### config.mk
export PLATFORM = sky130hd
export DESIGN_NAME = sram_stream_master
export DESIGN_NICKNAME = d
export VERILOG_FILES = /design/src/rtl/sram_stream_master.sv
export SDC_FILE = /design/constraint.sdc
export NUM_CORES = 1
export LEC_CHECK = 0
export ABC_AREA = 1
export CORE_ASPECT_RATIO = 0.9
export CORE_MARGIN = 2
export CORE_UTILIZATION = 40
export DETAILED_ROUTE_END_ITERATION = 6
export HOLD_SLACK_MARGIN = 0.15
export PLACE_DENSITY = 0.67
export SLEW_MARGIN = 10
export SYNTH_ARGS = -nofsm -noshare
export SYNTH_HDL_FRONTEND = slang
export SYNTH_SLANG_ARGS = --single-unit
### constraint.sdc
create_clock -name clk -period 4.9 [get_ports clk]
set_input_delay 0.98 -clock clk [delete_from_list [all_inputs] [get_ports clk]]
set_output_delay 0.98 -clock clk [all_outputs]
set_load 0.02 [all_outputs]
### src/rtl/sram_stream_master.sv
// rtl/sram_stream_master.sv - byte stream <-> 16-bit SRAM word block transfer initiator
// Optional WAIT timeout with sticky error output: SRAM_MASTER_TIMEOUT_EN.
module sram_stream_master (
    input  logic        clk,
    input  logic        rst,
    input  logic        cmd_start,
    input  logic        cmd_write,
    input  logic [17:0] cmd_address,
    input  logic [18:0] cmd_count,
    output logic        busy,
    output logic        done,
    input  logic [7:0]  in_data,
    input  logic        in_valid,
    output logic        in_ready,
    output logic [7:0]  out_data,
    output logic        out_valid,
    input  logic        out_ready,
    output logic [17:0] m_address,
    output logic [15:0] m_to_mem,
    input  logic [15:0] m_from_mem,
    output logic        m_req,
    output logic        m_wren,
    input  logic        m_ready
`ifdef SRAM_MASTER_TIMEOUT_EN
    ,
    output logic        error
`endif
);

    typedef enum logic [2:0] {
        S_IDLE, S_GET_LO, S_GET_HI, S_REQ, S_WAIT, S_PUT_LO, S_PUT_HI, S_FINISH
    } state_t;

    state_t      r_state;
    logic        r_write;
    logic [18:0] r_count;
    logic [7:0]  r_rd_hi;
`ifdef SRAM_MASTER_TIMEOUT_EN
    logic [7:0]  r_timer;
`endif

    logic w_last;
    assign w_last = (r_count == 19'd1);

    always_ff @(posedge clk or posedge rst) begin
        if (rst) begin
            r_state   <= S_IDLE;
            r_write   <= 1'b0;
            r_count   <= 19'd0;
            r_rd_hi   <= 8'd0;
            busy      <= 1'b0;
            done      <= 1'b0;
            in_ready  <= 1'b0;
            out_data  <= 8'd0;
            out_valid <= 1'b0;
            m_address <= 18'd0;
            m_to_mem  <= 16'd0;
            m_req     <= 1'b0;
            m_wren    <= 1'b0;
`ifdef SRAM_MASTER_TIMEOUT_EN
            r_timer   <= 8'd0;
            error     <= 1'b0;
`endif
        end else begin
            done <= 1'b0;
            case (r_state)
                S_IDLE: begin
                    if (cmd_start) begin
                        m_address <= cmd_address;
                        r_write   <= cmd_write;
                        r_count   <= cmd_count;
                        busy      <= 1'b1;
`ifdef SRAM_MASTER_TIMEOUT_EN
                        error     <= 1'b0;
`endif
                        if (cmd_count == 19'd0) begin
                            r_state <= S_FINISH;
                        end else if (cmd_write) begin
                            r_state  <= S_GET_LO;
                            in_ready <= 1'b1;
                        end else begin
                            r_state <= S_REQ;
                        end
                    end
                end
                // in_ready is held high for the whole GET_LO/GET_HI span
                S_GET_LO: begin
                    if (in_valid) begin
                        m_to_mem[7:0] <= in_data;
                        r_state       <= S_GET_HI;
                    end
                end
                S_GET_HI: begin
                    if (in_valid) begin
                        m_to_mem[15:8] <= in_data;
                        in_ready       <= 1'b0;
                        r_state        <= S_REQ;
                    end
                end
                S_REQ: begin
                    m_req   <= 1'b1;
                    m_wren  <= r_write;
`ifdef SRAM_MASTER_TIMEOUT_EN
                    r_timer <= 8'd0;
`endif
                    r_state <= S_WAIT;
                end
                S_WAIT: begin
                    if (m_ready) begin
                        m_req     <= 1'b0;
                        m_address <= m_address + 18'd1;
                        r_count   <= r_count - 19'd1;
                        if (!r_write) begin
                            out_data  <= m_from_mem[7:0];
                            r_rd_hi   <= m_from_mem[15:8];
                            out_valid <= 1'b1;
                            r_state   <= S_PUT_LO;
                        end else if (w_last) begin
                            r_state <= S_FINISH;
                        end else begin
                            in_ready <= 1'b1;
                            r_state  <= S_GET_LO;
                        end
                    end
`ifdef SRAM_MASTER_TIMEOUT_EN
                    else if (r_timer == 8'd254) begin
                        m_req   <= 1'b0;
                        error   <= 1'b1;
                        r_state <= S_FINISH;
                    end else begin
                        r_timer <= r_timer + 8'd1;
                    end
`endif
                end
                S_PUT_LO: begin
                    if (out_ready) begin
                        out_data <= r_rd_hi;
                        r_state  <= S_PUT_HI;
                    end
                end
                // r_count was already decremented when the word arrived
                S_PUT_HI: begin
                    if (out_ready) begin
                        out_valid <= 1'b0;
                        r_state   <= (r_count == 19'd0) ? S_FINISH : S_REQ;
                    end
                end
                S_FINISH: begin
                    done    <= 1'b1;
                    busy    <= 1'b0;
                    r_state <= S_IDLE;
                end
                default: r_state <= S_IDLE;
            endcase
        end
    end

endmodule
; ---- After elaboration in Yosys (flattened, before gate mapping)
; Index checks and enable logic that the tools add are counted.
[totals]
register_bits = 79
wordCells = 95
[classes]
n_addsub = 2
eq_ne = 19
n_mux = 39
bitwise_logic = 1
reduce_logical = 20
[ops]
columns = operator, n
row1 = $logic_not 19->1, 2
row2 = $mux 19, 2
row3 = $pmux 19 s2, 1
row4 = $mux 18, 2
row5 = $pmux 18 s2, 1
row6 = $mux 3, 10
row7 = $mux 8, 3
row8 = $pmux 3 s8, 1
row9 = $ne 2x2->1 const B, 11
row10 = $eq 19x1->1 const B, 1
row11 = $sub 19x1->19 const B, 1
row12 = $add 18x1->18 const B, 1
row13 = $pmux 8 s2, 1
row14 = $mux 1, 13
row15 = $eq 3x3->1 const B, 4
row16 = $reduce_and 2->1, 5
row17 = $reduce_bool 2->1, 5
row18 = $reduce_and 4->1, 2
row19 = $reduce_and 8->1, 1
row20 = $eq 3x2->1 const B, 2
row21 = $pmux 1 s2, 3
row22 = $reduce_and 3->1, 2
row23 = $reduce_and 6->1, 1
row24 = $eq 3x1->1 const B, 1
row25 = other kinds (5), 5

; ---- Longest topological paths before layout
[logic_depth]
ltp_word = 5
mapped_depth = 11
depth_no_buf = 11

; ---- Worst setup path before layout
; OpenSTA, ideal clock, no wires.
[synth_timing]
kind = in2reg
startpoint = input port m_ready
endpoint = register out_data[0]
setup_ps = 73
arrival_ps = 1723
path_slack_ps = 3103
stages = 6
n_path_buf = 1
path_cell_list = nand3b_2 > o21ai_4 > nor3_4 > buf_6 > nor2_2 > a21oi_2
[synth_between]
elab_chain_cells = 2
[synth_rtl]
columns = item, line_no
row1 = "start, declared", 23  ; input logic m_ready
row2 = $ne 2x2->1 (no source line), -
row3 = $reduce_and 4->1 (no source line), -
row4 = "end signal, assigned", 114  ; out_data <= m_from_mem[7:0];
row5 = "end signal, assigned", 137  ; out_data <= r_rd_hi;
row6 = "end, declared", 15  ; output logic [7:0] out_data,
; Every way passes these cells.
; A chain may end at the register's enable or synchronous reset.

; ---- Final worst setup path
[layout_timing]
startpoint = input port m_ready
endpoint = register r_count[17]
[layout_between]
elab_chain_cells = 2
[layout_rtl]
columns = item, line_no
row1 = $ne 2x2->1 (no source line), -
row2 = $reduce_and 3->1 (no source line), -
row3 = "end signal, assigned", 71  ; r_count <= cmd_count;
row4 = "end signal, assigned", 112  ; r_count <= r_count - 19'd1;
row5 = "end, declared", 36  ; logic [18:0] r_count;
; Every way passes these cells.

==> results.md <==
* Max_cap viols at 0
* Hold Path Class: reg -> reg
* Largest net degree at the start of global routing at just over 60
* RSZ-0062 raised after global routing: no
* Fin. Hold Viols at 0
* Longest Clk Path Bufs at 2
* Power density cells at about 620 nW/µm²
* GRT overflow at 0
* Mapped Nets at slightly above 700
* Core Util, Final at a little over half
* Critical Path Start Type: input pin
* Gr usage total at ~20%
* Layout Nets at 824
* CTS tree: built
* Post-Place Setup Slack at 2.02 ns
* GPL Wtd Cong at between 0.9 and 1
* VDD IR max at between 0.0002 and 0.00025 V
* Post-Syn Area at roughly 4600 µm²
* Detailed-placement wirelength estimate at approximately 9000 µm
* WP data arrival at ~2.8 ns
* Ports at ~120
* Post-CTS setup buffers at 0
* Highest fanout seen on the critical path at 38
* Async SR Flop Fraction at 100%
* First-pass GRT wire length at 20200 µm
* Worst Reg-to-Reg Cells at 8
* EDFF count, synth at 0
* Crit Path Category: in -> reg
* Setup WS post-layout at between 2 and 2.5 ns
* Row Count at 37
* Clk_skew at ~0.0069 ns
* Final period utilization at around half
* Max-slew violations at 0
* Initial antenna violation count at 0
* Vias at around 4500
* Distinct cell type count after synthesis at 33
* Min Hold Slack at roughly 0.48 ns
* Die Area at about 12000 µm²
* Share of cells above drive strength 1 at 6.87%
* Seq/Total Area, Yosys at between 40 and 50%
* IO buf count at between 100 and 150
* # setup viols final at 0
* CTS Sinks at a little under 80
* DRT Wirelength at approximately 12000 µm
* Post-CTS sizing at 0
* Cts hold-fix bufs at 0
* Worst-margin pin slew at 0.942 ns
* CTS Root Cell: clkbuf_16
* CORE AREA at 11300 µm²
* R2R setup slack at approximately 2.6 ns
* Vias/cell at between 4 and 5
* Final setup TNS at 0 ns
* CTS buffer count at 9
* #FFs+latches synth at 79
* Clk Latency, worst-skew pair at 0.33 ns
* Relative slew slack at 37.2%
* Starting density of the core at roughly two fifths
* Post-synth top flop: dfrtp_1
* DRC at 0
* WL per Instance at roughly 13 µm
* Post-layout min period at 2.54 ns
* H-Tree Depth at 3
* Critical Path Sink Type: flip-flop
* Die height at 106 µm
* TritonRoute pass-1 iters at 5
* 1st-iter DRT viols at 317
* Status: complete, no violations
* Mapped Cells at 644
* R2r endpoint: r_count[17]
* Most common cell after layout, fill and taps aside: nand2_1
* Max Fclk at 394 MHz
* Average cell area after synthesis at between 7 and 8 µm²
* Critical Path RT at just over 5 ns
* DRT antenna net count at 0
* Static leakage at 2.77 nW
* Fillers at 1112
* Clock slew at the register clock pins of the worst setup and hold paths at about 0.060 ns
* R2R Path Start: r_state[2]
* CP Capture Point: r_count[17]
* CP Launch Point: m_ready
* Area delta synth->final at 34.0%
* Synthesis Warnings at 0
* Vias in the first global route at about 4200
* Die X at 117 µm
* Antenna cell count at 0
* Commonest cells after routing, fill and taps aside: nand2_1 (162), clkdlybuf4s50_1 (115), nor2_1 (101), dfrtp_1 (79), inv_1 (68)
state kept, by name, indices dropped and copies added, names as in the netlist, 3 cells and up:
name and cells:
m_address 18, r_count 19, m_to_mem 16, out_data 8
r_rd_hi 8, r_state 3
metal layers:
layer,wire length (µm),vias to the layer above,track usage (%)
li1,-,2291,-
met4,236,0,6.97
met1,5740,2078,28.4
met3,482,16,2.93
met5,0,-,0
met2,5750,99,32.5
critical path, stage by stage:
cell             delay, ns
clkdlybuf4s50_1       0.48
nand2_2               0.10
nand2_2               0.53
buf_4                 0.36
o21ai_1               0.11
o21bai_1              0.17
nand2_1               0.06
Yosys cell counts, drive strengths merged (3+ instances only):
cell	n	area share [%]
nor3	8	1.2
a21oi	31	4.0
ha	4	1.1
nand4	11	1.5
or2	3	0.41
a22oi	4	0.65
nand3	33	3.6
xor2	6	1.1
nand2	168	14
inv	73	6.0
clkbuf	9	0.74
o21ai	77	8.6
o211ai	3	0.49
buf	12	1.7
nor2	108	9.4
o22ai	11	1.5
dfrtp	79	43
area by class of cell:
type                       instances  area, µm²  share of cell area, %
multi-input combinational        471       2230                   36.2
sequential                        79       1980                   32.1
clock inverter                     7       78.8                   1.28
inverter                          73        275                   4.47
timing repair buffer             118       1170                   19.1
tap                              156        195                   3.17
clock buffer                       9        225                   3.66
power breakdown:
part,internal [W],total (W),switching [W]
Sequential,0.000968,0.00126,0.000289
Clock,0.000400,0.000686,0.000286
Combinational,0.000765,0.00188,0.00111
Total,0.00213,0.00382,0.00169
metrics by stage:
step	cells	instance area, µm²	total power, W
floorplan	644	4600	0.00246
global placement	897	5850	0.00310
detailed placement	897	5850	0.00314
CTS	913	6160	0.00385
global route	913	6160	0.00414
finish	913	6160	0.00382
cell families after synthesis:
| group | Yosys count | share of synthesized area [%] |
|---|---|---|
| fa+ha+maj | 4 | 1.09 |
| buf+inv | 94 | 8.44 |
| xor+xnor | 6 | 1.14 |
| simple gates | 333 | 30.7 |
| flops | 79 | 43.0 |
| compound gates | 128 | 15.6 |
worst min-delay path by stage:
stage,depth (start not counted),start,endpoint
floorplan,2,r_count[18],r_count[18]
global placement,2,in_ready,in_ready
detailed placement,2,in_ready,in_ready
CTS,2,m_req,m_req
global route,2,m_req,m_req
finish,2,m_req,m_req
Power figures use the tool's default switching activity.
